### src/rtl/cpu16_uart_tx_if.sv
// CPU16 system-bus view of the UART transmitter window.
// master: CPU side (drives address/data_in/write, reads data_out/sel).
// slave : peripheral side (decodes the window, returns data_out/sel).
interface cpu16_uart_tx_if;
  localparam int unsigned BUS_W = 16;

  logic [BUS_W-1:0] address;
  logic [BUS_W-1:0] data_in;
  logic             write;
  logic [BUS_W-1:0] data_out;
  logic             sel;

  modport master (
    output address,
    output data_in,
    output write,
    input  data_out,
    input  sel
  );

  modport slave (
    input  address,
    input  data_in,
    input  write,
    output data_out,
    output sel
  );
endinterface

### src/rtl/cpu16_uart_tx.sv
// Memory-mapped 8N1 serial transmitter with a byte FIFO.
// Ports:
//   clk   - system clock, rising edge
//   reset - asynchronous, active-low reset
//   bus   - CPU16 bus slave (address, data_in, write in; data_out, sel out,
//           both combinational from address)
//   txd   - registered serial output, idles high
//   busy  - registered; FIFO non-empty or shifter active
// Register map (word addresses): BASE+0 DATA (write pushes a byte),
// BASE+1 STATUS {8'b0, count, overflow, busy, full, empty} (write clears
// overflow), BASE+2/3 reserved (read 0).
module cpu16_uart_tx #(
  parameter logic [15:0] BASE       = 16'hFF00,
  parameter int unsigned DIVISOR    = 16,
  parameter int unsigned FIFO_DEPTH = 8
) (
  input  logic            clk,
  input  logic            reset,
  cpu16_uart_tx_if.slave  bus,
  output logic            txd,
  output logic            busy
);

  localparam int unsigned PTR_W = $clog2(FIFO_DEPTH);
  localparam int unsigned CNT_W = $clog2(FIFO_DEPTH + 1);
  localparam int unsigned DIV_W = $clog2(DIVISOR);

  typedef enum logic [1:0] {
    S_IDLE  = 2'd0,
    S_START = 2'd1,
    S_DATA  = 2'd2,
    S_STOP  = 2'd3
  } state_t;

  state_t           state_q, state_d;
  logic [7:0]       mem [FIFO_DEPTH];
  logic [PTR_W-1:0] wr_ptr_q, rd_ptr_q;
  logic [CNT_W-1:0] count_q, count_d;
  logic             ovf_q;
  logic [DIV_W-1:0] div_q, div_d;
  logic [2:0]       bit_q, bit_d;
  logic [7:0]       shift_q, shift_d;
  logic             txd_d;
  logic             busy_d;

  logic             in_win_c, push_req_c, push_c, pop_c, clr_ovf_c;
  logic             empty_c, full_c, tick_c;
  logic [1:0]       offset_c;
  logic [7:0]       status_c;
  logic             unused_c;

  // Address decode: window is the 4-aligned block starting at BASE.
  assign in_win_c   = (bus.address[15:2] == BASE[15:2]);
  assign offset_c   = bus.address[1:0];
  assign push_req_c = bus.write && in_win_c && (offset_c == 2'd0);
  assign clr_ovf_c  = bus.write && in_win_c && (offset_c == 2'd1);
  assign empty_c    = (count_q == '0);
  assign full_c     = (count_q == CNT_W'(FIFO_DEPTH));
  // Full check uses pre-edge state, so a pop on the same edge does not help.
  assign push_c     = push_req_c && !full_c;
  assign tick_c     = (div_q == DIV_W'(DIVISOR - 1));
  assign unused_c   = ^bus.data_in[15:8];

  // Read mux: only STATUS returns data.
  assign status_c     = {4'(count_q), ovf_q, busy, full_c, empty_c};
  assign bus.sel      = in_win_c;
  assign bus.data_out = (in_win_c && (offset_c == 2'd1)) ? {8'h00, status_c} : 16'h0000;

  // FIFO occupancy: simultaneous push and pop leaves count unchanged.
  always_comb begin
    count_d = count_q;
    case ({push_c, pop_c})
      2'b10:   count_d = count_q + CNT_W'(1);
      2'b01:   count_d = count_q - CNT_W'(1);
      default: count_d = count_q;
    endcase
  end

  // FIFO pointers, count and sticky overflow.
  always_ff @(posedge clk or negedge reset) begin
    if (!reset) begin
      wr_ptr_q <= '0;
      rd_ptr_q <= '0;
      count_q  <= '0;
      ovf_q    <= 1'b0;
    end else begin
      if (push_c) wr_ptr_q <= wr_ptr_q + PTR_W'(1);
      if (pop_c)  rd_ptr_q <= rd_ptr_q + PTR_W'(1);
      count_q <= count_d;
      if (push_req_c && full_c) ovf_q <= 1'b1;
      else if (clr_ovf_c)       ovf_q <= 1'b0;
    end
  end

  // FIFO storage; contents are don't-care while empty, so no reset.
  always_ff @(posedge clk) begin
    if (push_c) mem[wr_ptr_q] <= bus.data_in[7:0];
  end

  // Shifter state register.
  always_ff @(posedge clk or negedge reset) begin
    if (!reset) state_q <= S_IDLE;
    else        state_q <= state_d;
  end

  // Shifter next-state logic.
  always_comb begin
    state_d = state_q;
    case (state_q)
      S_IDLE:  if (!empty_c) state_d = S_START;
      S_START: if (tick_c) state_d = S_DATA;
      S_DATA:  if (tick_c && (bit_q == 3'd7)) state_d = S_STOP;
      S_STOP:  if (tick_c) state_d = empty_c ? S_IDLE : S_START;
      default: state_d = S_IDLE;
    endcase
  end

  // Shifter datapath controls; STOP reloads directly so frames abut.
  always_comb begin
    pop_c   = 1'b0;
    txd_d   = txd;
    shift_d = shift_q;
    bit_d   = bit_q;
    div_d   = tick_c ? '0 : div_q + DIV_W'(1);
    case (state_q)
      S_IDLE: begin
        div_d = '0;
        bit_d = '0;
        txd_d = 1'b1;
        if (!empty_c) begin
          pop_c   = 1'b1;
          shift_d = mem[rd_ptr_q];
          txd_d   = 1'b0;
        end
      end
      S_START: begin
        if (tick_c) txd_d = shift_q[0];
      end
      S_DATA: begin
        if (tick_c) begin
          if (bit_q == 3'd7) begin
            txd_d = 1'b1;
          end else begin
            shift_d = shift_q >> 1;
            bit_d   = bit_q + 3'd1;
            txd_d   = shift_q[1];
          end
        end
      end
      S_STOP: begin
        if (tick_c && !empty_c) begin
          pop_c   = 1'b1;
          shift_d = mem[rd_ptr_q];
          bit_d   = '0;
          txd_d   = 1'b0;
        end
      end
      default: begin
        txd_d = 1'b1;
      end
    endcase
    busy_d = (state_d != S_IDLE) || (count_d != '0);
  end

  // Shifter datapath registers; txd returns high asynchronously on reset.
  always_ff @(posedge clk or negedge reset) begin
    if (!reset) begin
      div_q   <= '0;
      bit_q   <= '0;
      shift_q <= '0;
      txd     <= 1'b1;
      busy    <= 1'b0;
    end else begin
      div_q   <= div_d;
      bit_q   <= bit_d;
      shift_q <= shift_d;
      txd     <= txd_d;
      busy    <= busy_d;
    end
  end

endmodule

### src/flat_wrapper.sv
// flat-port wrapper written by rule: the top's interface ports become plain ports
module cpu16_uart_tx_flat 
#(
  parameter logic [15:0] BASE       = 16'hFF00,
  parameter int unsigned DIVISOR    = 16,
  parameter int unsigned FIFO_DEPTH = 8
)
  (clk, reset, txd, busy, bus_address, bus_data_in, bus_write, bus_data_out, bus_sel);
  cpu16_uart_tx_if bus_i ();
  input  logic clk;
  input  logic reset;
  output logic txd;
  output logic busy;
  input wire logic [$bits(bus_i.address)-1:0] bus_address;
  input wire logic [$bits(bus_i.data_in)-1:0] bus_data_in;
  input wire logic [$bits(bus_i.write)-1:0] bus_write;
  output wire logic [$bits(bus_i.data_out)-1:0] bus_data_out;
  output wire logic [$bits(bus_i.sel)-1:0] bus_sel;
  assign bus_i.address = bus_address;
  assign bus_i.data_in = bus_data_in;
  assign bus_i.write = bus_write;
  assign bus_data_out = bus_i.data_out;
  assign bus_sel = bus_i.sel;
  cpu16_uart_tx #(.BASE(BASE), .DIVISOR(DIVISOR), .FIFO_DEPTH(FIFO_DEPTH)) u_core (.clk(clk), .reset(reset), .bus(bus_i), .txd(txd), .busy(busy));
endmodule
### config.mk
export PLATFORM = sky130hd
export DESIGN_NAME = cpu16_uart_tx_flat
export DESIGN_NICKNAME = d
export VERILOG_FILES = /design/src/rtl/cpu16_uart_tx_if.sv /design/src/rtl/cpu16_uart_tx.sv /design/src/flat_wrapper.sv
export SDC_FILE = /design/constraint.sdc
export NUM_CORES = 1
export LEC_CHECK = 0
export ABC_AREA = 1
export CORE_MARGIN = 2
export CORE_UTILIZATION = 30
export DETAILED_ROUTE_END_ITERATION = 8
export PLACE_DENSITY_LB_ADDON = 0.05
export SLEW_MARGIN = 20
export SYNTH_ARGS = -nofsm -noshare
export SYNTH_HDL_FRONTEND = slang
export SYNTH_SLANG_ARGS = --single-unit
### constraint.sdc
create_clock -name clk -period 3.23 [get_ports clk]
set_input_delay 0.4845 -clock clk [delete_from_list [all_inputs] [get_ports clk]]
set_output_delay 0.4845 -clock clk [all_outputs]
set_load 0.1 [all_outputs]
## Yosys cells after proc, flatten, opt, wreduce, memory -nomap -nowiden

Memory sizes are Yosys's and may differ from the RTL's.
Index checks and enable logic that the tools add are counted.
W data, S select, Z words.

- Bits in registers: 30
- RAM bits: 64
- Output and inout bits: 19
- Logic and storage cells: 85
- Memories: 1

Memories:

| memory | words | width | read ports | clocked after Yosys merged registers in | write ports | RTL line | RTL |
|---|---|---|---|---|---|---|---|
| u_core.mem | 8 | 8 | 1 | 0 | 1 | cpu16_uart_tx.sv:36 | `logic [7:0] mem [FIFO_DEPTH];` |

- Add/sub/neg operators: 6
- Equal/unequal tests: 15
- Mux-type cells: 32
- Reduce and logical (&&, ||, !) cells: 21

Operator list:

| kind | count |
|---|---|
| $mux W8 | 5 |
| $pmux W8 S3 | 1 |
| $eq A14 B14 Y1 const B | 1 |
| $mux W1 | 12 |
| $add A3 B1 Y3 const B | 3 |
| $mux W3 | 3 |
| $pmux W3 S3 | 1 |
| $add A4 B1 Y4 const B | 2 |
| $eq A4 B4 Y1 const B | 2 |
| $logic_and A1 B1 Y1 | 8 |
| $mux W2 | 4 |
| $mux W4 | 2 |
| $pmux W2 S4 | 1 |
| $pmux W4 S2 | 1 |
| $eq A2 B1 Y1 const B | 3 |
| $eq A2 B2 Y1 const B | 3 |
| $ne A2 B1 Y1 const B | 3 |
| $reduce_and A5 Y1 | 1 |
| $logic_not A2 Y1 | 2 |
| $logic_not A4 Y1 | 1 |
| $ne A2 B2 Y1 const B | 2 |
| $pmux W1 S4 | 1 |
| $reduce_and A4 Y1 | 1 |
| $reduce_bool A2 Y1 | 2 |
| other kinds (8) | 9 |

## Longest topological paths before layout

- Word-level depth: 9
- Mapped depth: 17
- Gate-level depth less buffers: 17

## Least setup slack after synthesis

Ideal clock, no wire load.

- Path kind: input port to output port
- From: input port bus_address[7]
- To: output port bus_data_out[1]
- Arrival: 3.654 ns
- Required time: 2.745 ns
- Slack: -0.908 ns
- Stages: 5
- Path buffers: 0
- Cells stage by stage: nor2_1 nand3_1 nor2_4 nand2_1 nor3_1

- Word-level cells in the longest chain between the ends: 3

Ends and longest elaborated chain:

| what | RTL line | RTL |
|---|---|---|
| from (decl) | flat_wrapper.sv:14 | `input wire logic [$bits(bus_i.address)-1:0] bus_address;` |
| $eq A14 B14 Y1 | cpu16_uart_tx.sv:53 | `assign in_win_c = (bus.address[15:2] == BASE[15:2]);` |
| named net bus_sel | flat_wrapper.sv:18 | `output wire logic [$bits(bus_i.sel)-1:0] bus_sel;` |
| $logic_and A1 B1 Y1 | cpu16_uart_tx.sv:67 | `assign bus.data_out = (in_win_c && (offset_c == 2'd1)) ? {8'h00, status_c} : 16'h0000;` |
| $mux W8 | cpu16_uart_tx.sv:67 |  |
| to (decl) | flat_wrapper.sv:17 | `output wire logic [$bits(bus_i.data_out)-1:0] bus_data_out;` |

The timed path passes the listed nets, and every way through them passes these cells.

## Final worst setup path

- From: input port bus_address[9]
- To: output port bus_data_out[2]

- Word-level cells in the longest chain between the ends: 3

Ends and longest elaborated chain:

| what | RTL line |
|---|---|
| $eq A14 B14 Y1 | cpu16_uart_tx.sv:53 |
| $logic_and A1 B1 Y1 | cpu16_uart_tx.sv:67 |
| $mux W8 | cpu16_uart_tx.sv:67 |

No other way between the ends.

==> results.md <==
Floorplan:
- The core region is 14000 µm².
- Row generation in the floorplan step produced 43 rows.
- The overall die area is 15500 µm².
- For this configuration, the core starts out at a cell density of 31.1%.
- In this run the count of I/O pins placed on the die edge is 54.
- In this run the horizontal extent of the chip is 124 µm.
- In this run the vertical extent of the chip is 124 µm.

Pwr:
- The reported leakage power is 2.01 nW.
- Power spread over the standard cell area amounts to 461 nW/µm².
- The maximum ir drop on the vdd rail is 0.000261 V.
- The total power of the final layout is 2.47 mW.

Status:
- The flow ran to the end, and the final reports show no timing, DRC or antenna violations.

Routing:
- The count of vias placed by the detailed router is 3008.
- Once detail routing completed, the nets flagged for antenna violations numbered 0.
- For this run, the detailed router's first-pass iteration total came to 4.
- After detailed routing, the number of remaining DRC violations is 0.
- The detailed-route wire length per cell is 15.2 µm.
- After detailed routing, the number of vias per cell comes to 4.66.
- The number of design-rule violations left by the first detailed-router iteration is 133.
- Summed over all layers, the routed wires come to 9.78 mm.

Timing:
- The total setup violations reported at the end of the flow is 0.
- The count of pins over their slew limit is 0.
- The minimum hold slack is 0.469 ns.
- Measured against its own limit, the worst slew margin works out to 35.8%.
- The smallest setup slack after layout is 0.743 ns.
- The clock arrives with 0.00902 ns of skew.
- The part of the cycle the worst path needs is 77.0%.
- After layout, the minimum clock period comes to 2.49 ns.
- At the pin with the least slew margin, the transition time is 0.960 ns.
- Setup repair after global routing left no endpoint under its margin.
- Derived from the worst setup path, the maximum achievable clock frequency is 402 MHz.
- The count of final hold-check violations was 0.

Setup path:
- The count of cells along the worst register-to-register path is 15.
- For the worst setup path, the data required time is 2.75 ns.
- The startpoint of the most critical register-to-register path is u_core.div_q[0]$_DFF_PN0_.
- Along the worst path, the maximum fanout reaches 8.
- The worst setup path is launched from a primary input.
- The endpoint arrival time on the critical path is 2.00 ns.
- The worst setup path is captured at a primary output.
- The worst register-to-register path has a setup slack of 0.79 ns.
- The worst register-to-register path ends at u_core.busy$_DFF_PN0_.
- The critical path class is primary input to primary output.

Place:
- The pre-CTS setup slack is 0.426 ns.
- The last weighted congestion value of the routability-driven placer is 0.714.
- The post-placement cell area is 5040 µm².
- After legalization and detailed placement, the total HPWL measured 6.44 mm.
- Input and output buffers added on the ports amount to 37.

Clock network:
- For this design, the sink count on the clock tree is 94.
- CTS placed an instance of clkbuf_16 at the clock tree root.
- The CTS H-tree depth is 3.
- The clock tree from TritonCTS is done.
- The number of clock buffers added by TritonCTS is 9.
- The count of hold-fix buffers inserted at cts is 0.
- In this run the post-CTS setup repair buffer count came out at 0.
- The count of instances resized after the clock tree is built is 0.
- Clock-pin slew was measured on the worst setup and hold paths at 0.06 ns.
- No sink is reached through more buffers than the 2 on the longest clock path.
- Clock latency on the worst-skew pair, taken at its later pin, is 0.35 ns.

Finish:
- The post-synthesis to final-layout area growth is 23.2%.
- The area of all placed cells without fillers is 5350 µm².
- For this run, the post-layout net count is 507.
- The number of diodes added for antenna fixing is 0.
- The filler cell count in the final layout is 1398.
- The share of cells above drive strength 1 is 13.8%.
- Cells fill 38.3% of the core in the end.

Min path:
- The number of instances on the worst hold path is 1.
- The worst hold path startpoint is u_core.div_q[0]$_DFF_PN0_.
- The class of the tightest hold or removal check is flip-flop to flip-flop.
- The path with the worst hold slack has its endpoint at u_core.div_q[0]$_DFF_PN0_.

Synth:
- The top cell type by area accounts for 44.2% of the synthesized area.
- In the synthesized netlist, the cells that appear most often are edfxtp_1 (64), nand2_1 (59), nor2_1 (55).
- Synthesis produced 412 cells.
- The sequential cell area fraction in the yosys report is 61.5%.
- The post-synth design cell area is 4340 µm².
- Yosys attributes the largest share of cell area to edfxtp_1 (44%), dfrtp_1 (17%), nand2_1 (5.1%).
- In this run, synthesis produced a sequential element count of 94.
- The warning count from the yosys run is 0.
- The predominant post-synthesis flop cell is edfxtp_1.
- The synthesized design contains 64 enable-type register cells.
- In the synthesized netlist the async set-or-reset flop fraction comes to 31.9%.
- The number of different library cells used by synthesis comes to 36.
- The synthesized area divided by synthesized cell count is 10.5 µm².
- The dominant cell by count in the synthesized netlist is edfxtp_1.
- The synthesized design spends more area on one cell type than any other, namely edfxtp_1.

GRT:
- The total overflow left after global routing is 0.
- The initial antenna violation count was 0.
- The first-pass GRT wire length is 15.8 mm.
- The overall track demand over capacity in global routing is 13.2%.
- The number of global-route vias before repair came to 2940.
- The maximum number of pins on one net before global-route repair is 35.

Job:
- Across the run, the number of max-cap violations was 0.
==> registers in the layout (all words and copies together), names as in the netlist <==
name,count
u_core.wr_ptr_q,3
u_core.bit_q,3
u_core.txd,1
u_core.rd_ptr_q,3
u_core.div_q,4
u_core.mem,64
u_core.state_q,2
u_core.shift_q,8
u_core.count_q,4
u_core.ovf_q,1
u_core.busy,1
==> cell type report <==
| cell class | instances | area [µm²] | share of cell area (%) |
|---|---|---|---|
| flip-flops and latches | 94 | 2670 | 50.0 |
| repair buffers | 50 | 543 | 10.1 |
| well taps | 180 | 225 | 4.21 |
| clock buffers | 13 | 292 | 5.45 |
| inverters | 32 | 120 | 2.24 |
| clock inverters | 3 | 23.8 | 0.444 |
| multi-input cells | 273 | 1480 | 27.6 |
==> cell families after synthesis <==
group                    count (synthesis)  share of synthesized area [%]
buffers and inverters                   52                           5.21
other                                    1                         0.0863
adder cells (fa/ha/maj)                 12                           3.46
AO/OA/AOI/OAI                           88                           11.4
flip-flops                              94                           61.5
XOR/XNOR                                 7                           1.41
AND/OR/NAND/NOR                        158                           16.8
==> worst max path at each step <==
stage	startpoint	end	slack, ns	cells after the start
4_1_cts	bus_address[9]	bus_data_out[2]	0.70	8
3_5_place_dp	bus_address[9]	u_core.busy$_DFF_PN0_	0.43	17
5_1_grt	u_core.div_q[0]$_DFF_PN0_	u_core.busy$_DFF_PN0_	0.55	15
3_3_place_gp	bus_address[9]	u_core.busy$_DFF_PN0_	0.42	17
2_1_floorplan	bus_address[7]	bus_data_out[0]	-0.16	5
6_report	bus_address[9]	bus_data_out[2]	0.74	8
==> worst max-delay path: stages <==
cell and delay, ns:
clkdlybuf4s50_1 0.46, nand2_1 0.05, nor2_1 0.11, nand2_1 0.09, nor2_4 0.16, nand2_1 0.20, nor2_1 0.24, buf_12 0.21
==> layer usage <==
metal / vias to the layer above / wire length (µm) / part of all wire, % / global-route usage [%]
met3: 8 / 288 / 2.9 / 3.14
met4: 0 / 102 / 1.0 / 3.97
met1: 1453 / 4670 / 48 / 18.0
li1: 1506 / - / - / -
met2: 41 / 4720 / 48 / 21.1
met5: - / 0 / 0 / 0
==> metrics by stage <==
step,setup TNS (ns),instances
6_report,0,645
5_1_grt,0,645
4_1_cts,0,645
3_5_place_dp,0,629
3_3_place_gp,0,629
2_1_floorplan,-1.15,419
==> power breakdown <==
part           switching (mW)  leakage [nW]  total [mW]  internal, mW
Clock                   0.451         0.149        1.08         0.633
Sequential          0.0000645         0.930        1.29          1.29
Combinational          0.0645         0.935      0.0944        0.0299
==> cells in the final DEF, fill, tap and decap left out, types with 2 or more instances in the layout <==
cell type,n
nor2_1,55
a21oi_1,16
conb_1,8
nor3_1,8
nor2_4,2
nor2_2,2
nand3_1,20
o221ai_1,2
nand3_4,2
buf_12,8
xor2_1,5
ha_1,12
clkbuf_16,10
buf_4,15
nand2_2,5
edfxtp_1,64
xnor2_1,2
clkbuf_8,3
inv_2,5
o22ai_1,14
o21ai_0,41
clkdlybuf4s50_1,27
o21ai_1,7
o21ai_2,2
clkinvlp_4,2
inv_1,26
nand2_1,59
dfrtp_1,29
nand3_2,2
(Power assumes the default switching activity.)
